**config.mk**
```make
export PLATFORM = sky130hd
export DESIGN_NAME = light_interval_timer
export DESIGN_NICKNAME = d
export VERILOG_FILES = /design/src/rtl/tlc_pkg.sv /design/src/rtl/one_hz_divider.sv /design/src/rtl/light_interval_timer.sv
export SDC_FILE = /design/constraint.sdc
export NUM_CORES = 1
export LEC_CHECK = 0
export ABC_AREA = 1
export BUFFER_PORTS_ARGS = -buffer_cell sky130_fd_sc_hd__clkbuf_2
export CAP_MARGIN = 15
export CORE_ASPECT_RATIO = 1.2
export CORE_MARGIN = 1
export CORE_UTILIZATION = 36
export DETAILED_ROUTE_END_ITERATION = 7
export RECOVER_POWER = 50
export SLEW_MARGIN = 20
export SYNTH_ARGS = -nofsm -noshare
export SYNTH_HDL_FRONTEND = slang
export SYNTH_SLANG_ARGS = --single-unit
```
**constraint.sdc**
```tcl
create_clock -name clk -period 4.25 [get_ports clk]
set_input_delay 0 -clock clk [delete_from_list [all_inputs] [get_ports clk]]
set_output_delay 0 -clock clk [all_outputs]
set_load 0.01 [all_outputs]
```
**src/rtl/tlc_pkg.sv**
```systemverilog
// rtl/tlc_pkg.sv - shared interval/selector codes and default durations for the light controller
package tlc_pkg;

    localparam logic [1:0] T_BASE = 2'b00;
    localparam logic [1:0] T_EXT  = 2'b01;
    localparam logic [1:0] T_YEL  = 2'b10;
    localparam logic [1:0] T_BX2  = 2'b11;

    localparam logic [1:0] SEL_BASE = 2'b00;
    localparam logic [1:0] SEL_EXT  = 2'b01;
    localparam logic [1:0] SEL_YEL  = 2'b10;

    localparam int DEF_BASE_S = 6;
    localparam int DEF_EXT_S  = 3;
    localparam int DEF_YEL_S  = 2;

    typedef enum logic {
        ST_IDLE = 1'b0,
        ST_RUN  = 1'b1
    } timer_state_t;

endpackage

```
**src/rtl/one_hz_divider.sv**
```systemverilog
// rtl/one_hz_divider.sv - prescaler producing a one-cycle tick every CLK_FREQ_HZ enabled cycles
module one_hz_divider #(
    parameter int CLK_FREQ_HZ = 100000000
) (
    input  logic clk,
    input  logic rst_n,
    input  logic clear,
    input  logic enable,
    output logic tick
);

    localparam int CNT_W = (CLK_FREQ_HZ > 1) ? $clog2(CLK_FREQ_HZ) : 1;
    localparam logic [CNT_W-1:0] LAST = CNT_W'(CLK_FREQ_HZ - 1);

    logic [CNT_W-1:0] count;

    assign tick = enable && (count == LAST);

    // clear wins so a restart always begins a full second
    always_ff @(posedge clk or negedge rst_n) begin
        if (!rst_n) begin
            count <= '0;
        end else if (clear) begin
            count <= '0;
        end else if (tick) begin
            count <= '0;
        end else if (enable) begin
            count <= count + 1'b1;
        end
    end

endmodule

```
**src/rtl/light_interval_timer.sv**
```systemverilog
// rtl/light_interval_timer.sv - programmable duration registers and 1 s countdown with expiry pulse
module light_interval_timer
    import tlc_pkg::*;
#(
    parameter int CLK_FREQ_HZ = 100000000,
    parameter int VALUE_W     = 4,
    parameter int DEF_BASE    = DEF_BASE_S,
    parameter int DEF_EXT     = DEF_EXT_S,
    parameter int DEF_YEL     = DEF_YEL_S
) (
    input  logic               clk,
    input  logic               Reset_n,
    input  logic               Prog_Sync,
    input  logic [1:0]         Time_Param_Selector,
    input  logic [VALUE_W-1:0] Time_Value,
    input  logic [1:0]         interval,
    input  logic               start_timer,
    output logic               expired,
    output logic               busy,
    output logic [VALUE_W:0]   secs_left
);

    localparam logic [VALUE_W-1:0] BASE_RST = VALUE_W'(DEF_BASE);
    localparam logic [VALUE_W-1:0] EXT_RST  = VALUE_W'(DEF_EXT);
    localparam logic [VALUE_W-1:0] YEL_RST  = VALUE_W'(DEF_YEL);
    localparam logic [VALUE_W:0]   ONE_SEC  = (VALUE_W+1)'(1);

    logic [VALUE_W-1:0] t_base, t_ext, t_yel;
    logic [VALUE_W:0]   start_len;
    logic               tick;

    timer_state_t       state, state_next;
    logic [VALUE_W:0]   secs_next;
    logic               busy_next, expired_next;

    // a zero value restores the default so no zero-length interval can be stored
    always_ff @(posedge clk or negedge Reset_n) begin
        if (!Reset_n) begin
            t_base <= BASE_RST;
            t_ext  <= EXT_RST;
            t_yel  <= YEL_RST;
        end else if (Prog_Sync) begin
            case (Time_Param_Selector)
                SEL_BASE: t_base <= (Time_Value == '0) ? BASE_RST : Time_Value;
                SEL_EXT:  t_ext  <= (Time_Value == '0) ? EXT_RST  : Time_Value;
                SEL_YEL:  t_yel  <= (Time_Value == '0) ? YEL_RST  : Time_Value;
                default:  ;
            endcase
        end
    end

    always_comb begin
        start_len = '0;
        case (interval)
            T_BASE:  start_len = {1'b0, t_base};
            T_EXT:   start_len = {1'b0, t_ext};
            T_YEL:   start_len = {1'b0, t_yel};
            T_BX2:   start_len = {t_base, 1'b0};
            default: start_len = '0;
        endcase
    end

    one_hz_divider #(
        .CLK_FREQ_HZ(CLK_FREQ_HZ)
    ) u_div (
        .clk    (clk),
        .rst_n  (Reset_n),
        .clear  (start_timer),
        .enable (state == ST_RUN),
        .tick   (tick)
    );

    // start_timer outranks a same-cycle tick, so a restart never emits the aborted expiry
    always_comb begin
        state_next   = state;
        secs_next    = secs_left;
        busy_next    = busy;
        expired_next = 1'b0;
        if (start_timer) begin
            state_next = ST_RUN;
            secs_next  = start_len;
            busy_next  = 1'b1;
        end else if (state == ST_RUN && tick) begin
            if (secs_left == ONE_SEC) begin
                state_next   = ST_IDLE;
                secs_next    = '0;
                busy_next    = 1'b0;
                expired_next = 1'b1;
            end else begin
                secs_next = secs_left - ONE_SEC;
            end
        end
    end

    always_ff @(posedge clk or negedge Reset_n) begin
        if (!Reset_n) begin
            state     <= ST_IDLE;
            secs_left <= '0;
            busy      <= 1'b0;
            expired   <= 1'b0;
        end else begin
            state     <= state_next;
            secs_left <= secs_next;
            busy      <= busy_next;
            expired   <= expired_next;
        end
    end

endmodule

```
==> results of run 1 <==
-- cells by family (layout without fill, tap and decap cells) --
group                    Yosys count  in the layout  share of synthesized area, %
AND/OR/NAND/NOR                  226            226                          37.2
flip-flops                        46             46                          42.1
AO/OA/AOI/OAI                     44             44                          8.82
buffers and inverters             50             79                          7.68
XOR/XNOR                           9              9                          2.86
adder cells (fa/ha/maj)            3              3                          1.36
-- cell type report --
cell class              instances  share of cell area [%]
multi-input cells             282                    45.1
flip-flops and latches         46                    37.8
inverters                      46                    5.63
repair buffers                 25                    4.98
well taps                      90                    3.67
clock buffers                   6                    2.37
clock inverters                 2                   0.449
-- placed cells by master, fill, tap and decap left out, types with 7 or more instances in the layout --
cell type,n
a21oi_1,14
clkbuf_2,17
dfrtp_1,41
inv_1,44
nand2_1,102
nand3_1,26
nand4_1,8
nor2_1,55
nor2_2,7
nor3_1,10
o21ai_0,18
-- how the worst min path moves through the flow --
stage	end
2_1_floorplan	expired
6_report	t_base[2]
4_1_cts	t_base[2]
3_3_place_gp	u_div.count[24]
3_5_place_dp	u_div.count[20]
5_1_grt	t_base[2]
-- metal layers --
metal | vias up | track usage (%) | routed length (µm)
li1 | 1264 | - | -
met2 | 22 | 30.5 | 3140
met5 | - | 0 | 0
met1 | 1134 | 22.0 | 2890
met4 | 0 | 4.05 | 59
met3 | 6 | 3.08 | 128
-- per-stage QoR --
step,hold WS [ps],std cells,utilization (%),worst slack (ps),area (µm²)
6_report,80.7,497,41.9,1700,3060
5_1_grt,143,497,41.9,1080,3060
4_1_cts,72.9,497,41.9,2190,3070
3_5_place_dp,137,483,39.9,2200,2920
3_3_place_gp,137,483,39.9,2240,2920
2_1_floorplan,-296,378,-,2850,2750
-- critical path: cells and delay by family --
kind / cells / cell delay [ps]
buf+inv: 3 / 2380
-- sequential cells by signal, indices dropped and copies added, names as in the netlist --
signal	flops
secs_left	5
state	1
t_ext	4
u_div.count	27
expired	1
t_yel	4
t_base	4
-- power breakdown --
part           switching, mW  leakage, nW  internal [mW]
Clock                  0.155       0.0452          0.116
Sequential            0.0384        0.598          0.487
Combinational          0.104        0.729         0.0738
-- what timing repair did --
item	4_1_cts	5_1_grt
hold buffers	6	0
setup endpoints to repair	0	0
hold endpoints to repair	46	0
==> flow_summary.ini, run 1 <==
[timing]
fmax_ghz = 0.393
tightest_slew_ps = 2510
rsz0062_at_grt = no
maxSlewHeadroom_pct = -67.4
clock_skew_ps = 10.2
fin_crit_sh_pct = 59.9
finalSetupTns_ps = 0
min_period_ps = 2550
hold_viol_final = 0
maxSlewViolCount = 47
setup-violations-final = 0

[run]
maxCapViolations = 1

[die]
core_area_mm2 = 0.00732
rows = 34
dieArea_mm2 = 0.00800
die_h_um = 97.8
start_util_pct = 37.6
die_x_um = 81.8
num_io_pins = 19

[min_path]
worstHoldStart = Time_Param_Selector[1]
hold_class = in -> reg
hold_path_depth = 4

[placement]
place_congestion = 0.836
dpl.hpwl_mm = 4.64
portBuffers = 18

[worst_setup_path]
r2r_end = u_div.count[11]
startpoint = Reset_n
crit_chain = dlygate4sd3_1 > clkbuf_2 > clkbuf_1
start_kind = input pin
crit_path_end = u_div.count[17]
endpoint_kind = async pin
r2r_slack_ps = 2230
critPathMaxFanout = 46
cp_data_arrival_time_ps = 2440
reg2regPathDepth = 8
cpPeakStageDelay_ps = 1770
reg2reg_from = u_div.count[1]
slowest_stage = clkbuf_1
worst-setup-path-type = in -> async
required_ps = 4140

[cts]
htreeDepth = 2
cts_tree = done
cts_made_buffers = 5
cts.clk_slew.worst_paths_ps = 90
clock-root-buffer = clkbuf_8
cts_max_path_buffers = 2
cts_resized = 0
postCtsSetupRepairBufs = 0
clock_latency_ps = 300
clock_sinks = 46

[cells_and_area]
seq_area_mm2 = 0.00116
diodes = 0
final_layout_size_suffix_gt1_share_pct = 13.8
fill_cells = 771
synthToLayoutAreaGrowth_pct = 11.4
multi_input_area_mm2 = 0.00138
final_nets = 421

[synthesis]
synthTopCellsByArea = dfrtp_1 (37%), nand2_1 (14%), nor2_1 (7.5%)
ys.flop_type = dfrtp_1
ys_types = 33
postSynthCellCount = 378
ys_seq_area_share_pct = 42.1
syn_nets = 393
ys_seq_elements = 46
yosysWarnings = 0
yosysTopAreaCellShare_pct = 37.3
yosysMostFrequentCell = nand2_1
synth-async-reset-ratio_pct = 100
syn_avg_cell_area_um2 = 7.28
yosysTopAreaCell = dfrtp_1
synth_commonest_cells = nand2_1 (102), nor2_1 (55), inv_1 (44)
synth_area_mm2 = 0.00275
synth_edf_count = 0

[drt]
post-route-drc-count = 0
drt_iter0_markers = 180
drt_pass1_iterations = 5
avgRoutedWirePerCell_um = 12.5
vias = 2426
wirelength_mm = 6.22
antenna_left = 0
via_per_inst = 4.88

[global_routing]
antenna_found_initial = 0
grt_pass1_wl_mm = 10.9
grtUsageTotal_pct = 17.5
grt_pass1_vias = 2389
grt_max_degree = 47
overflow = 0

[status]
violations = max-capacitance violations, max-slew violations
outcome = finished with violations

[pwr]
total_power_mw = 0.975
max-vdd-ir-drop_uv = 158
powerDensity_mw_per_mm2 = 318
leakage_nw = 1.37
Note: power is estimated with default switching activity, not from simulation.
==> run 2: changes to the inputs <==
==> constraint.sdc (replaced) <==
create_clock -name clk -period 2.2 [get_ports clk]
set_input_delay 0 -clock clk [delete_from_list [all_inputs] [get_ports clk]]
set_output_delay 0 -clock clk [all_outputs]
set_load 0.01 [all_outputs]
==> flow_summary.ini, run 2 (synthesis results as in run 1) <==
[timing]
fmax_ghz = 0.617
setup-violations-final = 0
tightest_slew_ps = 1150
maxSlewViolCount = 0
maxSlewHeadroom_pct = 23.5
fin_crit_sh_pct = 73.7
hold_viol_final = 0
rsz0062_at_grt = no
finalSetupTns_ps = 0
setup_slack_ps = 580
min_period_ps = 1620
clock_skew_ps = 14.9

[global_routing]
grt_max_degree = 47
grt_pass1_vias = 2374
grt_pass1_wl_mm = 10.7
overflow = 0
busiest_layer = met2
met2_usage_pct = 28.9
grtUsageMet1_pct = 21.6
grtUsageTotal_pct = 17.3
antenna_found_initial = 0
grt_util_met3_pct = 3.64

[placement]
placedCellCount = 484
portBuffers = 18
pre_cts_slack_ps = 549
dpl.hpwl_mm = 4.77
place_congestion = 0.849

[cts]
cts_made_buffers = 5
clock_sinks = 46
cts.clk_slew.worst_paths_ps = 90
cts_resized = 0
cts_tree = done
clock-root-buffer = clkbuf_8
clock_latency_ps = 300
cts_max_path_buffers = 2
htreeDepth = 2

[worst_setup_path]
cp_data_arrival_time_ps = 1830
endpoint_kind = register
reg2reg_from = u_div.count[1]
crit_chain = ha_1 > nand3_2 > inv_1 > nand2_4 > nor2_4 > nand2_2 > nand2_4 > nor2_1 > nand2_1 > nand2_1
start_kind = register
crit_buf_inv = 1
required_ps = 2410
slowest_stage = dfrtp_1
startpoint = u_div.count[1]
critPathMaxFanout = 21
cpPeakStageDelay_ps = 390
worst-setup-path-type = reg -> reg
cp_top_family = simple AND/OR/NAND/NOR gates

[drt]
post-route-drc-count = 0
antenna_left = 0
drt_iter0_markers = 64
avgRoutedWirePerCell_um = 12.4
wirelength_mm = 6.17
via_per_inst = 4.87
drt_pass1_iterations = 4
vias = 2419

[cells_and_area]
final_util_pct = 42.1
fin_cells = 497
largest_register = u_div.count
synthToLayoutAreaGrowth_pct = 12.1
final_layout_size_suffix_gt1_share_pct = 13.5
top_regs = u_div.count (27), secs_left (5)
largest_reg_flops = 27
layout_commonest_cell = nand2_1
diodes = 0
final_nets = 421
final_cell_mix = nand2_1 (102), nor2_1 (55), inv_1 (44)

[die]
start_util_pct = 37.6
rows = 34
dieArea_mm2 = 0.00800
core_area_mm2 = 0.00732
die_x_um = 81.8
die_h_um = 97.8
num_io_pins = 19

[status]
outcome = complete, no violations

[pwr]
total_power_mw = 1.99
max-vdd-ir-drop_uv = 385
powerDensity_mw_per_mm2 = 644
leakage_nw = 1.37

[min_path]
hold_class = in -> reg
worstHoldStart = Time_Param_Selector[0]

[run]
maxCapViolations = 0
## run 2: timing repair
item / CTS / global route
hold endpoints to repair: 45 / 0
setup buffers: 0 / 0
hold buffers: 5 / 0
## run 2: layout make-up
cell class                      count  area, µm²
Timing Repair Buffer               25        148
Multi-Input combinational cell    282       1380
Clock inverter                      2       37.5
Clock buffer                        6       72.6
Inverter                           46        173
Fill cell                         764       4230
Tap cell                           90        113
Sequential cell                    46       1160
## run 2: worst paths after layout
| path | to | slack (ps) | cells past startpoint |
|---|---|---|---|
| min in group asynchronous | u_div.count[20] | 510 | 3 |
| max reg2reg | u_div.count[26] | 580 | 10 |
| max in group asynchronous | u_div.count[6] | 960 | 3 |
| max | u_div.count[26] | 580 | 10 |
| min reg2reg | t_ext[1] | 470 | 2 |
| min | t_yel[1] | 20 | 4 |
## run 2: tightest hold or removal path: cells and delay by family
family | cells | cell delay [ps]
buffers and inverters | 1 | 100
and+or+nand+nor | 2 | 160
AOI/OAI and AO/OA | 1 | 50
## run 2: stage by stage
stage | hold WS, ps | instance area [µm²]
after global routing | 52.9 | 3080
after global placement | 129 | 2930
after detailed placement | 132 | 2930
after floorplan | -296 | 2750
final | 15.7 | 3080
after CTS | 4.91 | 3090
## run 2: layer usage
metal / up-vias / share of wire (%)
met5: - / 0
li1: 1262 / -
met2: 40 / 48
met1: 1104 / 47
met4: 0 / 2.4
met3: 13 / 2.7
## run 2: where the power goes
part	switching [mW]	leakage (nW)	internal, mW
clock	0.293	0.0514	0.339
sequential	0.0727	0.598	0.941
combinational	0.203	0.724	0.138
==> run 3: changes to the inputs <==
--- a/config.mk
+++ b/config.mk
@@ -5,7 +5,7 @@
 export SDC_FILE = /design/constraint.sdc
 export NUM_CORES = 1
 export LEC_CHECK = 0
-export ABC_AREA = 1
+export ABC_AREA = 0
 export BUFFER_PORTS_ARGS = -buffer_cell sky130_fd_sc_hd__clkbuf_2
 export CAP_MARGIN = 15
 export CORE_ASPECT_RATIO = 1.2
==> constraint.sdc (replaced) <==
create_clock -name clk -period 1.7 [get_ports clk]
set_input_delay 0 -clock clk [delete_from_list [all_inputs] [get_ports clk]]
set_output_delay 0 -clock clk [all_outputs]
set_load 0.01 [all_outputs]
==> flow_summary.ini, run 3 <==
[drt]
post-route-drc-count = 0
avgRoutedWirePerCell_um = 14.1
drt_pass1_iterations = 4
wirelength_mm = 5.74
antenna_left = 0
via_per_inst = 5.13
vias = 2089
drt_iter0_markers = 59

[die]
core_area_mm2 = 0.00645
dieArea_mm2 = 0.00706
rows = 32
num_io_pins = 19
die_h_um = 91.8
die_x_um = 76.9
start_util_pct = 37.6

[worst_setup_path]
cp_data_arrival_time_ps = 2320
critPathMaxFanout = 6
crit_chain = or4bb_1 > nor4_4 > and2_4 > mux2_4 > o21ai_2
required_ps = 1930
worst-setup-path-type = reg -> reg
reg2reg_from = u_div.count[19]
cpPeakStageDelay_ps = 550
startpoint = u_div.count[19]
cp_top_family = simple AND/OR/NAND/NOR gates
slowest_stage = or4bb_1
crit_buf_inv = 0
start_kind = register
endpoint_kind = register

[placement]
dpl.hpwl_mm = 4.08
place_congestion = 0.773
portBuffers = 18

[timing]
maxSlewViolCount = 0
tightest_slew_ps = 1140
setup-violations-final = 32
maxSlewHeadroom_pct = 24.0
setup_slack_ps = -391
hold_viol_final = 1
fin_crit_sh_pct = 123
finalSetupTns_ps = -9400
rsz0062_at_grt = yes
min_period_ps = 2090
clock_skew_ps = 8.63
whs_ps = -1.24
fmax_ghz = 0.478

[synthesis]
ys_types = 41
synth_edf_count = 0
ys_seq_elements = 46
synthTopCellsByArea = dfrtp_1 (42%), nor2_1 (6.4%), dfstp_2 (5.4%)
yosysWarnings = 0
ys_seq_area_share_pct = 47.8
yosysTopAreaCell = dfrtp_1
ys.flop_type = dfrtp_1
syn_nets = 256
syn_avg_cell_area_um2 = 10.0
yosysTopAreaCellShare_pct = 42.4
synth_commonest_cells = dfrtp_1 (41), nor2_1 (41), nand2_1 (20)
synth_area_mm2 = 0.00242
postSynthCellCount = 241
synth-async-reset-ratio_pct = 100

[pwr]
pwr-share-comb_pct = 15.2
leakage_nw = 1.44
powerDensity_mw_per_mm2 = 741
pwr-share-seq_pct = 51.5
switchingPower_mw = 0.596
swShare_pct = 24.7
max-vdd-ir-drop_uv = 669
power.internal_mw = 1.82
p_clk_share_pct = 33.2

[cells_and_area]
final_util_pct = 50.5
diodes = 0
synthToLayoutAreaGrowth_pct = 34.5
final_layout_size_suffix_gt1_share_pct = 40.1
top_regs = u_div.count (27), secs_left (5)
layout_commonest_cell = buf_4
largest_reg_flops = 27
final_cell_mix = buf_4 (52), dfrtp_1 (41), nor2_1 (29)
largest_register = u_div.count
final_nets = 336

[global_routing]
grtUsageTotal_pct = 17.9
grt_pass1_vias = 2141
antenna_found_initial = 0
overflow = 0
grt_max_degree = 47
grt_pass1_wl_mm = 9.83

[cts]
clock_sinks = 46
cts_made_buffers = 5
cts.clk_slew.worst_paths_ps = 80
cts_tree = done
cts_max_path_buffers = 2
clock-root-buffer = clkbuf_8
clock_latency_ps = 300
htreeDepth = 2

[min_path]
worstHoldStart = Time_Value[0]
hold_class = in -> reg

[status]
violations = negative hold slack, negative setup slack
outcome = finished with violations

[run]
maxCapViolations = 0
## run 3: logic make-up (layout without fill, tap and decap cells)
kind of cell             count (synthesis)  in the layout  share of synthesized area, %
buffers and inverters                   12             90                          2.53
AND/OR/NAND/NOR                        120            123                          26.4
AO/OA/AOI/OAI                           22             22                          5.06
adder cells (fa/ha/maj)                  3              3                          1.55
flip-flops                              46             46                          47.8
XOR/XNOR                                22             22                          7.96
multiplexers                            16             16                          8.68
## run 3: path summary, 6_finish.rpt
kind	depth (start not counted)	to	slack, ps
hold / removal	3	t_ext[0]	-1
min in group asynchronous	3	u_div.count[12]	540
hold reg to reg	2	t_ext[0]	480
setup / recovery	5	secs_left[1]	-390
setup reg to reg	5	secs_left[1]	-390
max in group asynchronous	3	u_div.count[1]	460
## run 3: worst min-delay path: cells and delay by family
kind                   cells  cell delay [ps]
AO/OA/AOI/OAI              1               70
AND/OR/NAND/NOR            1              100
buffers and inverters      1              120
## run 3: final cells by class
class / count / area (µm²)
clock buffers: 7 / 76.3
multi-input cells: 186 / 1310
flip-flops and latches: 46 / 1160
well taps: 85 / 106
fillers: 587 / 3190
inverters: 4 / 15.0
clock inverters: 1 / 30.0
repair buffers: 78 / 561
## run 3: power by group through the flow
stage	sequential (mW)	combinational [mW]	clock, mW
6_report	1.24	0.368	0.802
4_1_cts	1.24	0.366	0.822
3_3_place_gp	1.26	0.336	0
2_1_floorplan	1.27	0.188	0
3_5_place_dp	1.26	0.344	0
5_1_grt	1.25	0.411	0.878
## run 3: metrics by stage
| step | instances | worst slack [ps] | instance area (µm²) | hold WS, ps | total power, mW |
|---|---|---|---|---|---|
| floorplan | 241 | -382 | 2440 | -296 | 1.45 |
| global placement | 388 | -372 | 2980 | 15.6 | 1.60 |
| detailed placement | 388 | -426 | 2980 | 10.5 | 1.61 |
| CTS | 406 | -409 | 3200 | 5.52 | 2.43 |
| global route | 407 | -471 | 3260 | 28.3 | 2.54 |
| finish | 407 | -391 | 3260 | -1.24 | 2.41 |
## run 3: what timing repair did
action | 4_1_cts | 5_1_grt
endpoints found under the hold margin | 50 | 0
pin swaps | 6 | 10
gates cloned | 3 | 0
setup buffers | 5 | 1
hold buffers | 3 | 0
endpoints found under the setup margin | 32 | 32
gates resized for setup | 14 | 19
## run 3: per-layer routing
metal | routed length (µm) | vias up | share of wire [%] | GRT usage [%]
met3 | 200 | 15 | 3.5 | 3.28
met4 | 169 | 0 | 2.9 | 8.97
met1 | 2330 | 1018 | 41 | 20.4
met5 | 0 | - | 0 | 0
met2 | 3040 | 42 | 53 | 31.9
li1 | - | 1014 | - | -
